### src/rtl/sha_digest_reader.sv
// Streams the final SHA-256 digest (H0..H7) to the host over valid/ready.
// Define SHA_DIGEST_CMP_EN to compile in the digest <= target comparison stage.
module sha_digest_reader #(
    parameter int WORDS = 8
) (
    input  logic         clk,
    input  logic         rst_n,
    input  logic [1:0]   Block,
    input  logic         h_valid,
    input  logic [255:0] h_in,
    input  logic [255:0] target,
    output logic [31:0]  out_data,
    output logic         out_valid,
    input  logic         out_ready,
    output logic         out_last,
    output logic         found,
    output logic         busy,
    output logic         done,
    output logic         overrun
);

    localparam int DATA_W = 32;
    localparam int DIG_W  = 256;
    localparam int IDX_W  = $clog2(WORDS);
    localparam logic [IDX_W-1:0] LAST_IDX = IDX_W'(WORDS - 1);

`ifdef SHA_DIGEST_CMP_EN
    typedef enum logic [1:0] {
        S_IDLE = 2'd0,
        S_CMP  = 2'd1,
        S_SEND = 2'd2,
        S_DONE = 2'd3
    } state_t;
`else
    // Without the comparator a single settle cycle keeps the first word at T+2.
    typedef enum logic [1:0] {
        S_IDLE = 2'd0,
        S_LOAD = 2'd1,
        S_SEND = 2'd2,
        S_DONE = 2'd3
    } state_t;
`endif

    state_t             state_q, state_d;
    logic [IDX_W-1:0]   idx_q, idx_d;
    logic [DIG_W-1:0]   dig_q;
    logic               overrun_q;
    logic               cap_req;
    logic               cap_en;
    logic [DATA_W-1:0]  dig_w;

    // H0 sits in the most significant word, so word i counts down from the top.
    function automatic logic [DATA_W-1:0] word_at(input logic [DIG_W-1:0] v,
                                                  input logic [IDX_W-1:0] i);
        word_at = v[DIG_W-1 - DATA_W*int'(i) -: DATA_W];
    endfunction

    assign cap_req = h_valid && (Block == 2'd3);
    assign dig_w   = word_at(dig_q, idx_q);

`ifdef SHA_DIGEST_CMP_EN
    logic [DIG_W-1:0]  tgt_q;
    logic              found_q, found_d;
    logic [DATA_W-1:0] tgt_w;

    assign tgt_w = word_at(tgt_q, idx_q);
    assign found = found_q;
`else
    logic unused_target;

    assign unused_target = ^target;
    assign found         = 1'b0;
`endif

    always_ff @(posedge clk or negedge rst_n) begin
        if (!rst_n) begin
            state_q <= S_IDLE;
        end else begin
            state_q <= state_d;
        end
    end

    always_comb begin
        state_d   = state_q;
        idx_d     = idx_q;
        cap_en    = 1'b0;
        out_valid = 1'b0;
        out_last  = 1'b0;
        out_data  = '0;
        done      = 1'b0;
        busy      = (state_q != S_IDLE);
`ifdef SHA_DIGEST_CMP_EN
        found_d   = found_q;
`endif
        case (state_q)
            S_IDLE: begin
                if (cap_req) begin
                    cap_en = 1'b1;
                    idx_d  = '0;
`ifdef SHA_DIGEST_CMP_EN
                    found_d = 1'b0;
                    state_d = S_CMP;
`else
                    state_d = S_LOAD;
`endif
                end
            end
`ifdef SHA_DIGEST_CMP_EN
            S_CMP: begin
                // Most significant word first: the first differing word decides.
                if (dig_w != tgt_w) begin
                    found_d = (dig_w < tgt_w);
                    idx_d   = '0;
                    state_d = S_SEND;
                end else if (idx_q == LAST_IDX) begin
                    found_d = 1'b1;
                    idx_d   = '0;
                    state_d = S_SEND;
                end else begin
                    idx_d = idx_q + 1'b1;
                end
            end
`else
            S_LOAD: begin
                state_d = S_SEND;
            end
`endif
            S_SEND: begin
                out_valid = 1'b1;
                out_data  = dig_w;
                out_last  = (idx_q == LAST_IDX);
                if (out_ready) begin
                    if (idx_q == LAST_IDX) begin
                        state_d = S_DONE;
                    end else begin
                        idx_d = idx_q + 1'b1;
                    end
                end
            end
            S_DONE: begin
                done    = 1'b1;
                state_d = S_IDLE;
            end
            default: begin
                state_d = S_IDLE;
            end
        endcase
    end

    always_ff @(posedge clk or negedge rst_n) begin
        if (!rst_n) begin
            idx_q     <= '0;
            dig_q     <= '0;
            overrun_q <= 1'b0;
        end else begin
            idx_q <= idx_d;
            if (cap_en) begin
                dig_q <= h_in;
            end
            // A request that arrives mid-transfer is dropped but remembered.
            if (cap_req && busy) begin
                overrun_q <= 1'b1;
            end
        end
    end

`ifdef SHA_DIGEST_CMP_EN
    always_ff @(posedge clk or negedge rst_n) begin
        if (!rst_n) begin
            tgt_q   <= '0;
            found_q <= 1'b0;
        end else begin
            found_q <= found_d;
            if (cap_en) begin
                tgt_q <= target;
            end
        end
    end
`endif

    assign overrun = overrun_q;

endmodule
### config.mk
export PLATFORM = sky130hd
export DESIGN_NAME = sha_digest_reader
export DESIGN_NICKNAME = d
export VERILOG_FILES = /design/src/rtl/sha_digest_reader.sv
export SDC_FILE = /design/constraint.sdc
export NUM_CORES = 1
export LEC_CHECK = 0
export ABC_CLOCK_PERIOD_IN_PS = 1600
export CAP_MARGIN = 20
export CELL_PAD_IN_SITES_DETAIL_PLACEMENT = 1
export CELL_PAD_IN_SITES_GLOBAL_PLACEMENT = 2
export CORE_MARGIN = 3
export CORE_UTILIZATION = 25
export CTS_BUF_LIST = sky130_fd_sc_hd__clkbuf_4
export DETAILED_ROUTE_END_ITERATION = 10
export PLACE_DENSITY = 0.84
export SLEW_MARGIN = 20
export SYNTH_ARGS = -nofsm -noshare
export SYNTH_HDL_FRONTEND = slang
export SYNTH_SLANG_ARGS = --single-unit
export TNS_END_PERCENT = 10
### constraint.sdc
create_clock -name clk -period 1.6 [get_ports clk]
set_input_delay 0.4 -clock clk [delete_from_list [all_inputs] [get_ports clk]]
set_output_delay 0.4 -clock clk [all_outputs]
set_load 0.005 [all_outputs]
# After elaboration in Yosys (flattened, before gate mapping)

Index checks and enable logic that the tools add are counted.

Memories kept: 0
Bits in writable memories: 0
Latch bits: 0
ROM bits: 0
Register bits after elaboration: 262
Output and inout bits: 38

Equality and inequality tests: 9
$lt $le $gt $ge: 0
Multiply operators: 0
Add/subtract/negate cells: 2
Bitwise gates (word level): 0
Divide/modulo/power cells: 0
Mux-type cells: 14
Reduce and logical (&&, ||, !) cells: 7
Shift operators: 1

Operator list:

| kind                                             | count |
|---|---|
| indexed part select 287 x 9 -> 32 bit            | 1 |
| two-way mux 32 bit                               | 1 |
| two-way mux 3 bit                                | 3 |
| subtractor 8 x 8 -> 9 bit (first input constant) | 1 |
| != test 2 bit (second input constant)            | 4 |
| one-hot mux 2 bit (4 select lines)               | 1 |
| == test 2 bit (second input constant)            | 3 |
| two-way mux 2 bit                                | 3 |
| one-hot mux 3 bit (2 select lines)               | 1 |
| two-way mux 1 bit                                | 5 |
| AND reduction 4 bit                              | 1 |
| nonzero test 2 bit                               | 2 |
| adder 3 x 1 -> 3 bit (second input constant)     | 1 |
| == test 3 bit (second input constant)            | 1 |
| AND reduction 3 bit                              | 1 |
| == test 2 x 1 -> 1 bit (second input constant)   | 1 |
| logical AND 1 bit                                | 2 |
| zero test 2 bit                                  | 1 |

# Depth between registers and ports, before layout

Gate-level depths: netlist (run 1).

Depth in word-level cells: 4
Gate-level depth with buffers: 6
Mapped depth without buffers: 5

# Worst setup path before layout (run 1)

OpenSTA, ideal clock, no wires.

Path type: reg2out
Start: register idx_q[1]
End: output port out_data[10]
Data required time: 1200 ps
Cell stages (with the launch flop): 6
Arrival time: 1308 ps
Buffers on the path: 2
Slack: -108 ps
Cell sequence: dfrtp_1 buf_4 buf_6 mux4_2 inv_1 a221oi_1

Longest elaborated chain between the ends: 3

Ends and longest elaborated chain:

| what                                  | line | RTL |
|---|---|---|
| from (decl)                           | 45   | `logic [IDX_W-1:0] idx_q, idx_d;` |
| from (signal assigned)                | 156  | `idx_q <= idx_d;` |
| subtractor 8 x 8 -> 9 bit             | 55   | `word_at = v[DIG_W-1 - DATA_W*int'(i) -: DATA_W];` |
| indexed part select 287 x 9 -> 32 bit | 55   |  |
| two-way mux 32 bit                    | 95   | `case (state_q)` |
| to (decl)                             | 12   | `output logic [31:0] out_data,` |

No other way between the ends.

# Worst setup path in the final report (run 1)

Start: register idx_q[1]
End: output port out_data[22]

The elaborated chain is that of the path after synthesis.

==> flow_summary_export.csv, run 1 <==
group,metric,value,unit
synthesis,synthDistinctLibCells,23,
synthesis,yosys_warnings,0,
grt,grt_start_max_net_pins,70,
placed_design,portBuffers,298,
synthesis,synth_nets,1324,
timing,fmax,359,MHz
clock_network,clk_pin_slew,0.06,ns
final_layout,final_common_cell,"clkdlybuf4s50_1",
placed_design,place_ws,-0.744,ns
placed_design,dpl.hpwl,31.1,mm
detailed_routing,vias,8668,
power_and_ir_drop,internal-power,20.8,mW
final_layout,drive_gt1_share,36.1,%
timing,layout_setup_ws,-1.19,ns
die,core_area,47800,sq um
final_layout,stdcell_count,1922,
timing,period_minus_slack,2.79,ns
final_layout,multi_input_area,5380,sq um
setup_path,cp_slowest_cell,"dfrtp_2",
timing,fin_crit_sh,174,%
setup_path,rr_startpoint,"idx_q[1]",
run_status,outcome,"finished, violations left",
die,die_w,226,um
clock_network,clock_path_buffers,3,
die,start_util,25.3,%
synthesis,yosysSeqAreaShare,54.1,%
die,fp-row-count,80,
detailed_routing,dr.first_iter.drc_count,399,
clock_network,clock_sinks,262,
run,maxCapViolCount,0,
grt,grtUsageMet2,25.1,%
die,ios,556,
power_and_ir_drop,pwr_density_cell,1710,nW/um^2
grt,antenna_found_initial,24,
grt,use_met3,4.93,%
timing,rsz0062_at_grt,"yes",
power_and_ir_drop,irDropWorstVdd,0.000528,V
grt,track_usage,16.1,%
final_layout,syn_to_final_growth,50.2,%
setup_path,crit_buf_inv,5,
setup_path,cp_cell_sequence,"buf_12 > buf_12 > buf_6 > mux4_2 > inv_2 > a221oi_2 > buf_2",
setup_path,cp_max_fo,7,
setup_path,path_delay_family,"buffers and inverters",
setup_path,max_stage_delay,0.45,ns
detailed_routing,post_drt_via_cell_ratio,4.51,
final_layout,nFillCells,5000,
final_layout,layout_common_cells,"260 x clkdlybuf4s50_1, 259 x dfrtp_1, 224 x mux2_1",
clock_network,htreeDepth,3,
die,die_h,226,um
grt,grt.busiest_layer,"met2",
detailed_routing,drc,0,
setup_path,crit_start,"idx_q[1]",
grt,grt_overflow,0,
clock_network,cts_tree,"built",
detailed_routing,wl_per_cell,21.8,um
power_and_ir_drop,combPwrFrac,42.8,%
synthesis,synth_cells,800,
detailed_routing,ant_nets,0,
power_and_ir_drop,clkPwrFrac,19.7,%
synthesis,syn_avg_cell_area,15.1,sq um
timing,hold_viol,0,
clock_network,cts_inserted_buffers,77,
power_and_ir_drop,leakagePower,7.87,nW
setup_path,path_common_cell,"buf_12",
setup_path,crit_type,"flop to output pin",
grt,use_met1,20.3,%
setup_path,critPathArrivalTime,2.39,ns
setup_path,crit_required,1.20,ns
power_and_ir_drop,switchingPower,10.4,mW
setup_path,start_kind,"flop",
die,die_area,51100,sq um
timing,fin_tns_setup,-72.53,ns
final_layout,final_util,38.0,%
timing,setup_viol,292,
final_layout,seq_area,6560,sq um
power_and_ir_drop,switching_share,33.3,%
timing,slew_viol_final,0,
timing,holdWs,0.129,ns
synthesis,ys_ff_latch,262,
detailed_routing,dr.pass1.iters,7,
placed_design,dp_cells,1757,
clock_network,cts-root-buf,"clkbuf_4",
setup_path,end_kind,"output pin",
placed_design,place.gp.congestion,0.832,
grt,grt_pass1_vias,9797,
power_and_ir_drop,seqPwrFrac,37.5,%
grt,grt_pass1_wl,60.9,mm
synthesis,netlist_area,12100,sq um
clock_network,clkLatencyLatePin,0.74,ns
final_layout,fin_nets,1780,
timing,finalClockSkew,0.0320,ns
detailed_routing,wirelength,41.9,mm
run_status,violations,"negative setup slack",
hold_path,hold_class,"primary input to async pin",
registers in the layout, summed over array words and instances (netlist names):
name	cells
overrun	1
dig_q	256
state_q	2
idx_q	3
power groups by stage:
stage | Sequential (mW) | Clock (mW) | Combinational (mW)
detailed placement | 11.8 | 0 | 11.8
global route | 12.1 | 6.81 | 14.4
finish | 11.7 | 6.14 | 13.3
CTS | 11.7 | 6.46 | 12.7
floorplan | 10.9 | 0 | 6.77
global placement | 11.6 | 0 | 11.4
final timing paths:
kind                           endpoint  slack (ns)  cells past startpoint
setup reg to reg               idx_q[0]       -0.42                      7
hold / removal               dig_q[214]        0.13                      2
min in group clk             dig_q[252]        0.25                      2
setup / recovery           out_data[22]       -1.19                      7
max in group asynchronous     dig_q[68]        0.75                      3
hold reg to reg               dig_q[69]        0.48                      1
metal layers:
layer / vias to the layer above / wire length, um
met5: - / 84
met4: 16 / 1500
met3: 95 / 2740
met2: 250 / 19700
met1: 4411 / 17900
li1: 3896 / -
repair_timing:
item	4_1_cts	5_1_grt
setup endpoints to repair	298	298
setup buffers	12	21
gates cloned	3	2
pin swaps	6	11
gates resized for setup	225	55
endpoints found under the hold margin	242	0
hold buffers	1	0
per-stage QoR:
step	instance area, sq um	total power [mW]
after CTS	17900	30.9
after detailed placement	16700	23.5
after global placement	16700	23.0
after floorplan	12400	17.7
final	18200	31.2
after global routing	18200	33.3
synthesized netlist by cell type:
master,count,area (sq um)
a221oi_1,33,289
a221oi_2,1,15.0
and2_1,1,6.26
buf_2,11,55.1
buf_4,8,60.1
buf_6,27,304
clkbuf_1,11,41.3
conb_1,1,3.75
dfrtp_1,262,6560
ha_1,6,75.1
inv_1,38,143
mux2_1,241,2710
mux2_2,49,552
mux2i_1,35,350
mux4_2,32,721
nand2_1,2,7.51
nand2b_1,3,18.8
nand3_1,1,5.00
nand4_2,1,12.5
nor2_1,2,7.51
nor2b_1,2,12.5
o21ai_0,32,160
o21bai_1,1,7.51
final cells by class:
type	instances	share of cell area (%)
well taps	615	4.23
multi-input cells	443	29.6
clock inverters	14	0.578
repair buffers	434	24.3
flip-flops and latches	262	36.1
diodes	13	0.179
inverters	38	0.867
clock buffers	103	4.25
cells by family after synthesis:
family | share of synthesized area (%)
adders and majority gates | 0.620
AOI/OAI and AO/OA | 3.89
buffers and inverters | 4.98
other | 0.0309
muxes | 35.8
DFF | 54.1
and+or+nand+nor | 0.578
No activity file was read; power rests on OpenSTA's default activity.
==> run 2: changes to the inputs <==
--- a/config.mk
+++ b/config.mk
@@ -13,7 +13,9 @@
 export CORE_UTILIZATION = 25
 export CTS_BUF_LIST = sky130_fd_sc_hd__clkbuf_4
 export DETAILED_ROUTE_END_ITERATION = 10
+export MAX_ROUTING_LAYER = met4
 export PLACE_DENSITY = 0.84
+export RECOVER_POWER = 50
 export SLEW_MARGIN = 20
 export SYNTH_ARGS = -nofsm -noshare
 export SYNTH_HDL_FRONTEND = slang
==> flow_summary_export.csv, run 2 (synthesis gave the netlist of run 1 again) <==
group,metric,value,unit
power_and_ir_drop,pwr_density_cell,1720,nW/um^2
placed_design,dpl.hpwl,31.1,mm
detailed_routing,wl_per_cell,21.8,um
grt,grtUsageMet2,25.2,%
die,die_w,226,um
detailed_routing,ant_nets,0,
final_layout,fin_nets,1781,
clock_network,cts_inserted_buffers,77,
setup_path,cp_max_fo,6,
grt,grt_overflow,0,
timing,fin_tns_setup,-73.44,ns
final_layout,final_util,38.1,%
grt,use_met1,20.3,%
setup_path,r2r_setup_slack,-0.44,ns
final_layout,largestRegisters,"dig_q: 256 flops, idx_q: 3 flops, state_q: 2 flops",
run_status,outcome,"finished, violations left",
clock_network,clk_pin_slew,0.06,ns
grt,antenna_found_initial,23,
setup_path,rr_startpoint,"idx_q[1]",
timing,worstMarginPinSlew,0.943,ns
hold_path,holdPathEnd,"dig_q[252]",
timing,fin_crit_sh,175,%
power_and_ir_drop,irDropWorstVdd,0.000629,V
setup_path,r2r-end,"idx_q[0]",
placed_design,place_ws,-0.744,ns
timing,setup_viol,308,
detailed_routing,dr.first_iter.drc_count,445,
die,die_area,51100,sq um
timing,hold_viol,0,
final_layout,syn_to_final_growth,50.3,%
die,core_area,47800,sq um
timing,holdWs,0.245,ns
hold_path,min-delay-start,"h_in[252]",
final_layout,final_common_cell,"clkdlybuf4s50_1",
setup_path,critPathArrivalTime,2.40,ns
grt,grt_pass1_wl,60.9,mm
hold_path,whs_path_depth,2,
setup_path,start_kind,"flop",
clock_network,htreeDepth,3,
final_layout,largest-register,"dig_q",
detailed_routing,vias,8646,
run,maxCapViolCount,0,
setup_path,crit_required,1.20,ns
clock_network,clkLatencyLatePin,0.75,ns
detailed_routing,post_drt_via_cell_ratio,4.48,
grt,grt.busiest_layer,"met2",
detailed_routing,wirelength,42.1,mm
timing,relSlewSlack,37.1,%
die,ios,556,
clock_network,clock_sinks,262,
detailed_routing,dr.pass1.iters,5,
timing,rsz0062_at_grt,"yes",
timing,layout_setup_ws,-1.20,ns
setup_path,reg2reg_depth,7,
placed_design,place_area,16700,sq um
final_layout,fin_area,18200,sq um
timing,finalClockSkew,0.0336,ns
grt,track_usage,16.6,%
run_status,violations,"negative setup slack",
placed_design,portBuffers,298,
die,start_util,25.3,%
setup_path,end_kind,"output pin",
setup_path,crit_type,"flop to output pin",
timing,slew_viol_final,0,
final_layout,drive_gt1_share,36.3,%
placed_design,place.gp.congestion,0.845,
die,fp-row-count,80,
detailed_routing,drc,0,
timing,fmax,357,MHz
grt,grt_pass1_vias,9778,
final_layout,largest_reg_flops,256,
clock_network,clock_path_buffers,3,
timing,period_minus_slack,2.80,ns
grt,use_met3,4.82,%
power_and_ir_drop,leakagePower,7.87,nW
clock_network,cts_tree,"built",
clock_network,cts-root-buf,"clkbuf_4",
die,die_h,226,um
final_layout,layout_common_cells,"260 x clkdlybuf4s50_1, 259 x dfrtp_1, 224 x mux2_1",
grt,grt_start_max_net_pins,70,
hold_path,hold_class,"primary input to flop",
run 2: cell count changes in the layout (fill, tap and decap cells not counted), moves of 4 or more:
cell	change
clkbuf_2	+4
diode_2	+9
o21ai_1	-4
o21ai_2	+4
run 2: cell type report:
cell class / count / area [sq um]
diodes: 22 / 55.1
clock buffers: 103 / 773
flip-flops and latches: 262 / 6560
well taps: 615 / 769
multi-input cells: 443 / 5400
inverters: 38 / 158
clock inverters: 14 / 105
repair buffers: 435 / 4390
fillers: 5006 / 29600
run 2: routing by layer:
| layer | vias to the layer above | part of all wire (%) |
|---|---|---|
| met5 | - | 0 |
| met4 | 0 | 3.3 |
| met3 | 74 | 6.8 |
| met2 | 257 | 48 |
| met1 | 4405 | 42 |
| li1 | 3910 | - |
run 2: how the worst max path moves through the flow:
stage,slack [ns],startpoint,end
final,-1.20,idx_q[1],out_data[25]
after global routing,-1.32,idx_q[1],out_data[15]
after CTS,-1.37,idx_q[1],out_data[22]
after detailed placement,-0.74,idx_q[2],out_data[31]
after global placement,-0.70,idx_q[2],out_data[31]
after floorplan,-0.07,idx_q[1],out_data[23]
run 2: power by group:
part,switching (mW),total [mW],internal [mW],leakage [nW]
Sequential,1.87,11.7,9.82,3.21
Clock,2.89,6.13,3.24,0.526
Combinational,5.68,13.4,7.74,4.13
run 2: worst max-delay path, cell delays in order, from the launching register on:
cell      delay [ns]
dfrtp_2         0.45
buf_12          0.15
buf_12          0.13
buf_12          0.12
mux4_2          0.37
inv_2           0.05
a221oi_2        0.23
buf_2           0.16
run 2: per-stage QoR:
stage / power, mW / std cells
global placement: 23.0 / 1757
global route: 33.3 / 1932
CTS: 30.9 / 1890
floorplan: 17.7 / 800
detailed placement: 23.5 / 1757
finish: 31.3 / 1932
run 2: timing repair:
item,CTS,global route
gates cloned,3,3
pin swaps,6,12
hold buffers,1,0
endpoints found under the setup margin,298,298
gates resized for setup,225,65
hold endpoints to repair,242,0
buffers inserted,12,23
